**src/rtl/inv.sv**
```systemverilog
// Registered full subtractor: {b, d} = x - y - b0, built from a ripple-borrow
// chain of 1-bit full-subtractor slices with a one-cycle registered output.
module inv #(
    parameter int WIDTH = 1
) (
    input  logic             clk,
    input  logic             rst_n,
    input  logic             in_valid,
    input  logic [WIDTH-1:0] x,
    input  logic [WIDTH-1:0] y,
    input  logic             b0,
    output logic [WIDTH-1:0] d,
    output logic             b,
    output logic             out_valid
);

    logic [WIDTH:0]   borrow_s;
    logic [WIDTH-1:0] diff_s;

    logic [WIDTH-1:0] d_q, d_d;
    logic             b_q, b_d;
    logic             valid_q, valid_d;

    assign borrow_s[0] = b0;

    // Borrow into slice i+1 is raised when slice i cannot cover y[i] plus its incoming borrow.
    for (genvar i = 0; i < WIDTH; i++) begin : g_slice
        assign diff_s[i]       = x[i] ^ y[i] ^ borrow_s[i];
        assign borrow_s[i+1]   = (~x[i] & y[i]) | (~x[i] & borrow_s[i]) | (y[i] & borrow_s[i]);
    end

    // Next-state selection: capture a new result on in_valid, otherwise hold d/b and drop valid.
    always_comb begin
        d_d     = d_q;
        b_d     = b_q;
        valid_d = 1'b0;
        if (in_valid == 1'b1) begin
            d_d     = diff_s;
            b_d     = borrow_s[WIDTH];
            valid_d = 1'b1;
        end else begin
            d_d     = d_q;
            b_d     = b_q;
            valid_d = 1'b0;
        end
    end

    // Output registers with asynchronous clear.
    always_ff @(posedge clk or negedge rst_n) begin
        if (!rst_n) begin
            d_q     <= '0;
            b_q     <= 1'b0;
            valid_q <= 1'b0;
        end else begin
            d_q     <= d_d;
            b_q     <= b_d;
            valid_q <= valid_d;
        end
    end

    assign d         = d_q;
    assign b         = b_q;
    assign out_valid = valid_q;

endmodule

```
**config.mk**
```make
export PLATFORM = sky130hd
export DESIGN_NAME = inv
export DESIGN_NICKNAME = d
export VERILOG_FILES = /design/src/rtl/inv.sv
export SDC_FILE = /design/constraint.sdc
export NUM_CORES = 1
export LEC_CHECK = 0
export ABC_AREA = 1
export BUFFER_PORTS_ARGS = -buffer_cell sky130_fd_sc_hd__buf_4
export CAP_MARGIN = 20
export CORE_AREA = 2 2 39 41
export DETAILED_ROUTE_END_ITERATION = 6
export DIE_AREA = 0 0 41 43
export PLACE_DENSITY_LB_ADDON = 0.25
export SLEW_MARGIN = 25
export SYNTH_ARGS = -nofsm -noshare
export SYNTH_HDL_FRONTEND = slang
export SYNTH_SLANG_ARGS = --single-unit
```
**constraint.sdc**
```tcl
create_clock -name clk -period 1.2 [get_ports clk]
set_clock_uncertainty 0.2 [all_clocks]
set_input_delay 0.06 -clock clk [delete_from_list [all_inputs] [get_ports clk]]
set_output_delay 0.06 -clock clk [all_outputs]
set_load 0.02 [all_outputs]
```
Word-level counts from Yosys, hierarchy flattened

Cells that the tools add are included.
Widths: inputs -> output; s select.

Mux-type cells: 1
Bitwise operators: 8

Operators by type and width:

| kind        | count |
|---|---|
| $and 1x1->1 | 3 |
| $or 1x1->1  | 2 |
| $xor 1x1->1 | 2 |
| $mux 1      | 1 |
| $not 1->1   | 1 |

Output and inout port bits: 3
Flip-flop bits (word level): 3
Word-level logic and storage cells: 12

Logic depth before layout (Yosys ltp)

Depth in word-level cells: 4
Depth in mapped cells: 5
Gate-level depth less buffers: 5

Worst setup path after synthesis

OpenSTA, ideal clock, no wires.

Path type: input to register
Start point: input port x
End point: register d_q, in the netlist d
Stages: 5
Required time: 0.883 ns
Setup time: 0.117 ns
Path slack: 0.187 ns
Data arrival time: 0.696 ns
Path through: inv_1 -> fa_1 -> inv_1 -> nand2_1 -> nand2_1

Cells in the longest elaborated chain, start to end: 2

Ends and longest elaborated chain:

| item                      | line | text |
|---|---|---|
| from (decl)               | 9    | `input logic [WIDTH-1:0] x,` |
| $xor 1x1->1 (2 in series) | 28   | `assign diff_s[i] = x[i] ^ y[i] ^ borrow_s[i];` |
| to (signal assigned)      | 51   | `d_q <= '0;` |
| to (signal assigned)      | 55   | `d_q <= d_d;` |
| to (decl)                 | 20   | `logic [WIDTH-1:0] d_q, d_d;` |

No other way between the ends.
A chain may end at the register's enable or synchronous reset.

==> flow_metrics.env <==
export IMPL_status="complete, no violations"
export IMPL_die_area_um2=1760
export IMPL_root_buffer="clkbuf_4"
export IMPL_crit_type="input pin to asynchronous set/reset pin"
export IMPL_leakage_nw=0.143
export IMPL_syn_area_per_cell_um2=9.91
export IMPL_crit_path_cell_trace="dlygate4sd3_1, buf_4, dlygate4sd3_1"
export IMPL_postCtsSetupBuffers=0
export IMPL_insertion_delay_ns=0.23
export IMPL_final_antenna_net_count=0
export IMPL_ys_warn_count=0
export IMPL_fin_crit_ns=1.04
export IMPL_finalCritPeriodShare=0.871
export IMPL_ys_ff_latch=3
export IMPL_fp_row_count=14
export IMPL_hold_class="input pin to flop"
export IMPL_critPathCaptureType="asynchronous set/reset pin"
export IMPL_maxCapViolCount=0
export IMPL_cpPeakStageDelay_ns=0.60
export IMPL_drive_above_1_share=0.393
export IMPL_peakVddDrop_v=0.000291
export IMPL_startpoint_type="input pin"
export IMPL_grt_pass1_vias=122
export IMPL_ioPinCount=9
export IMPL_hold_path_depth=4
export IMPL_final_core_util=0.192
export IMPL_path_clk_slew_ns=0.04
export IMPL_synthCells=13
export IMPL_clockBufferDepth=2
export IMPL_drc_errors=0
export IMPL_synth_nets=20
export IMPL_area_delta_synth_final_pct=106
export IMPL_cts_buffers=3
export IMPL_vias_per_cell=3.07
export IMPL_ff2ff_path_depth=2
export IMPL_place_ws_ns=0.0503
export IMPL_hold_viol_final=0
export IMPL_grt_ovfl_total=0
export IMPL_path_common_cell="dlygate4sd3_1"
export IMPL_p_per_area_nw_per_um2=1390
export IMPL_dp_hpwl_um=214
export IMPL_drt_total_wl_um=304
export IMPL_tightestPinTransition_ns=0.140
export IMPL_crit_arrival_ns=1.28
export IMPL_place_gp_congestion=0.577
export IMPL_antenna_found_initial=0
export IMPL_yosysUniqueCellTypes=4
export IMPL_dr_pass1_iters=2
export IMPL_grt_max_degree=5
export IMPL_ys_seq_area_frac=0.583
export IMPL_wl_per_cell_um=6.91
export IMPL_critPathRequiredTime_ns=1.43
export IMPL_cts_max_level=1
export IMPL_fill_cells=151
export IMPL_timing_slew_headroom=0.906
export IMPL_port_buffers=8
export IMPL_initial_core_util=0.0931
export IMPL_critPathMaxFanout=3
export IMPL_fmax_mhz=957
export IMPL_grtUsageTotal=0.0454
export IMPL_rsz0062_at_grt="false"
export IMPL_antennaDiodeCount=0
export IMPL_die_h_um=43
export IMPL_die_w_um=41
export IMPL_num_vias=135
export IMPL_slowest_stage="dlygate4sd3_1"
export IMPL_cts_sinks=3
export IMPL_setup_tns_ns=0
export IMPL_finalWorstSetupSlack_ns=0.155
export IMPL_core_area_um2=1380
export IMPL_first_iter_violations=2
export IMPL_cts_tree="yes"
export IMPL_finalMaxSlewViolations=0
export IMPL_syn_cell_area_um2=129
export IMPL_setup_viol=0
export IMPL_grt_pass1_wl_um=434
export IMPL_fin_nets=36
## cell usage after synthesis
cell / number / area share
dfrtp_1: 3 / 0.58
fa_1: 1 / 0.16
nand2_1: 6 / 0.17
inv_1: 3 / 0.087
## state kept, by name, indices dropped and copies added, names as in the netlist
signal     count
d              1
out_valid      1
b              1
## metal layers
layer	track usage	wire (um)
met3	0.0314	66
met5	0	0
met1	0.0425	120
met2	0.0438	93
met4	0.0800	24
## worst max-delay path, delay by kind of cell
kind                   cells  cell delay, ns
buffers and inverters      3            1.21
## metrics by stage
stage | power, mW | hold slack [ns] | instances | cell area (um2)
after floorplan | 0.146 | -0.436 | 13 | 129
after global placement | 0.181 | -0.351 | 37 | 209
after detailed placement | 0.183 | -0.348 | 37 | 209
after CTS | 0.380 | -0.00849 | 44 | 265
after global routing | 0.393 | 0.0297 | 44 | 265
final | 0.368 | 0.000179 | 44 | 265
## final cells by class
cell class / count / area, um2 / area share
multi-input cells: 7 / 42.5 / 0.160
repair buffers: 11 / 90.1 / 0.340
clock buffers: 4 / 26.3 / 0.0991
well taps: 16 / 20.0 / 0.0755
flip-flops and latches: 3 / 75.1 / 0.283
inverters: 3 / 11.3 / 0.0425
## power breakdown
| group | internal [mW] | switching [mW] | leakage, nW |
|---|---|---|---|
| Combinational | 0.0370 | 0.0336 | 0.0919 |
| Clock | 0.125 | 0.0544 | 0.0150 |
| Sequential | 0.112 | 0.00576 | 0.0360 |
## path summary, 6_finish.rpt
check                           endpoint   from  slack (ns)
worst max-delay path                   d  rst_n        0.16
worst min-delay path                   b     b0      0.0002
worst max register to register         b      b        0.40
worst min register to register         d      d        0.28
max in group clk                       b      b        0.17
min in group asynchronous              b  rst_n        0.50
## repair_timing
item	4_1_cts	5_1_grt
hold buffers	3	0
setup endpoints to repair	0	0
hold endpoints to repair	6	0
gates resized for setup	0	0
## layout by cell type (no fill, tap or decap)
cell | synthesis | routed
buf_4 | 0 | 8
dfrtp_1 | 3 | 3
fa_1 | 1 | 1
clkbuf_1 | 0 | 1
dlygate4sd3_1 | 0 | 3
inv_1 | 3 | 3
clkbuf_4 | 0 | 3
nand2_1 | 6 | 6
## kinds of logic after synthesis
logic type,synth area share
adders and majority gates,0.155
buffers and inverters,0.0874
and+or+nand+nor,0.175
DFF,0.583
Note: power is estimated with default switching activity, not from simulation.
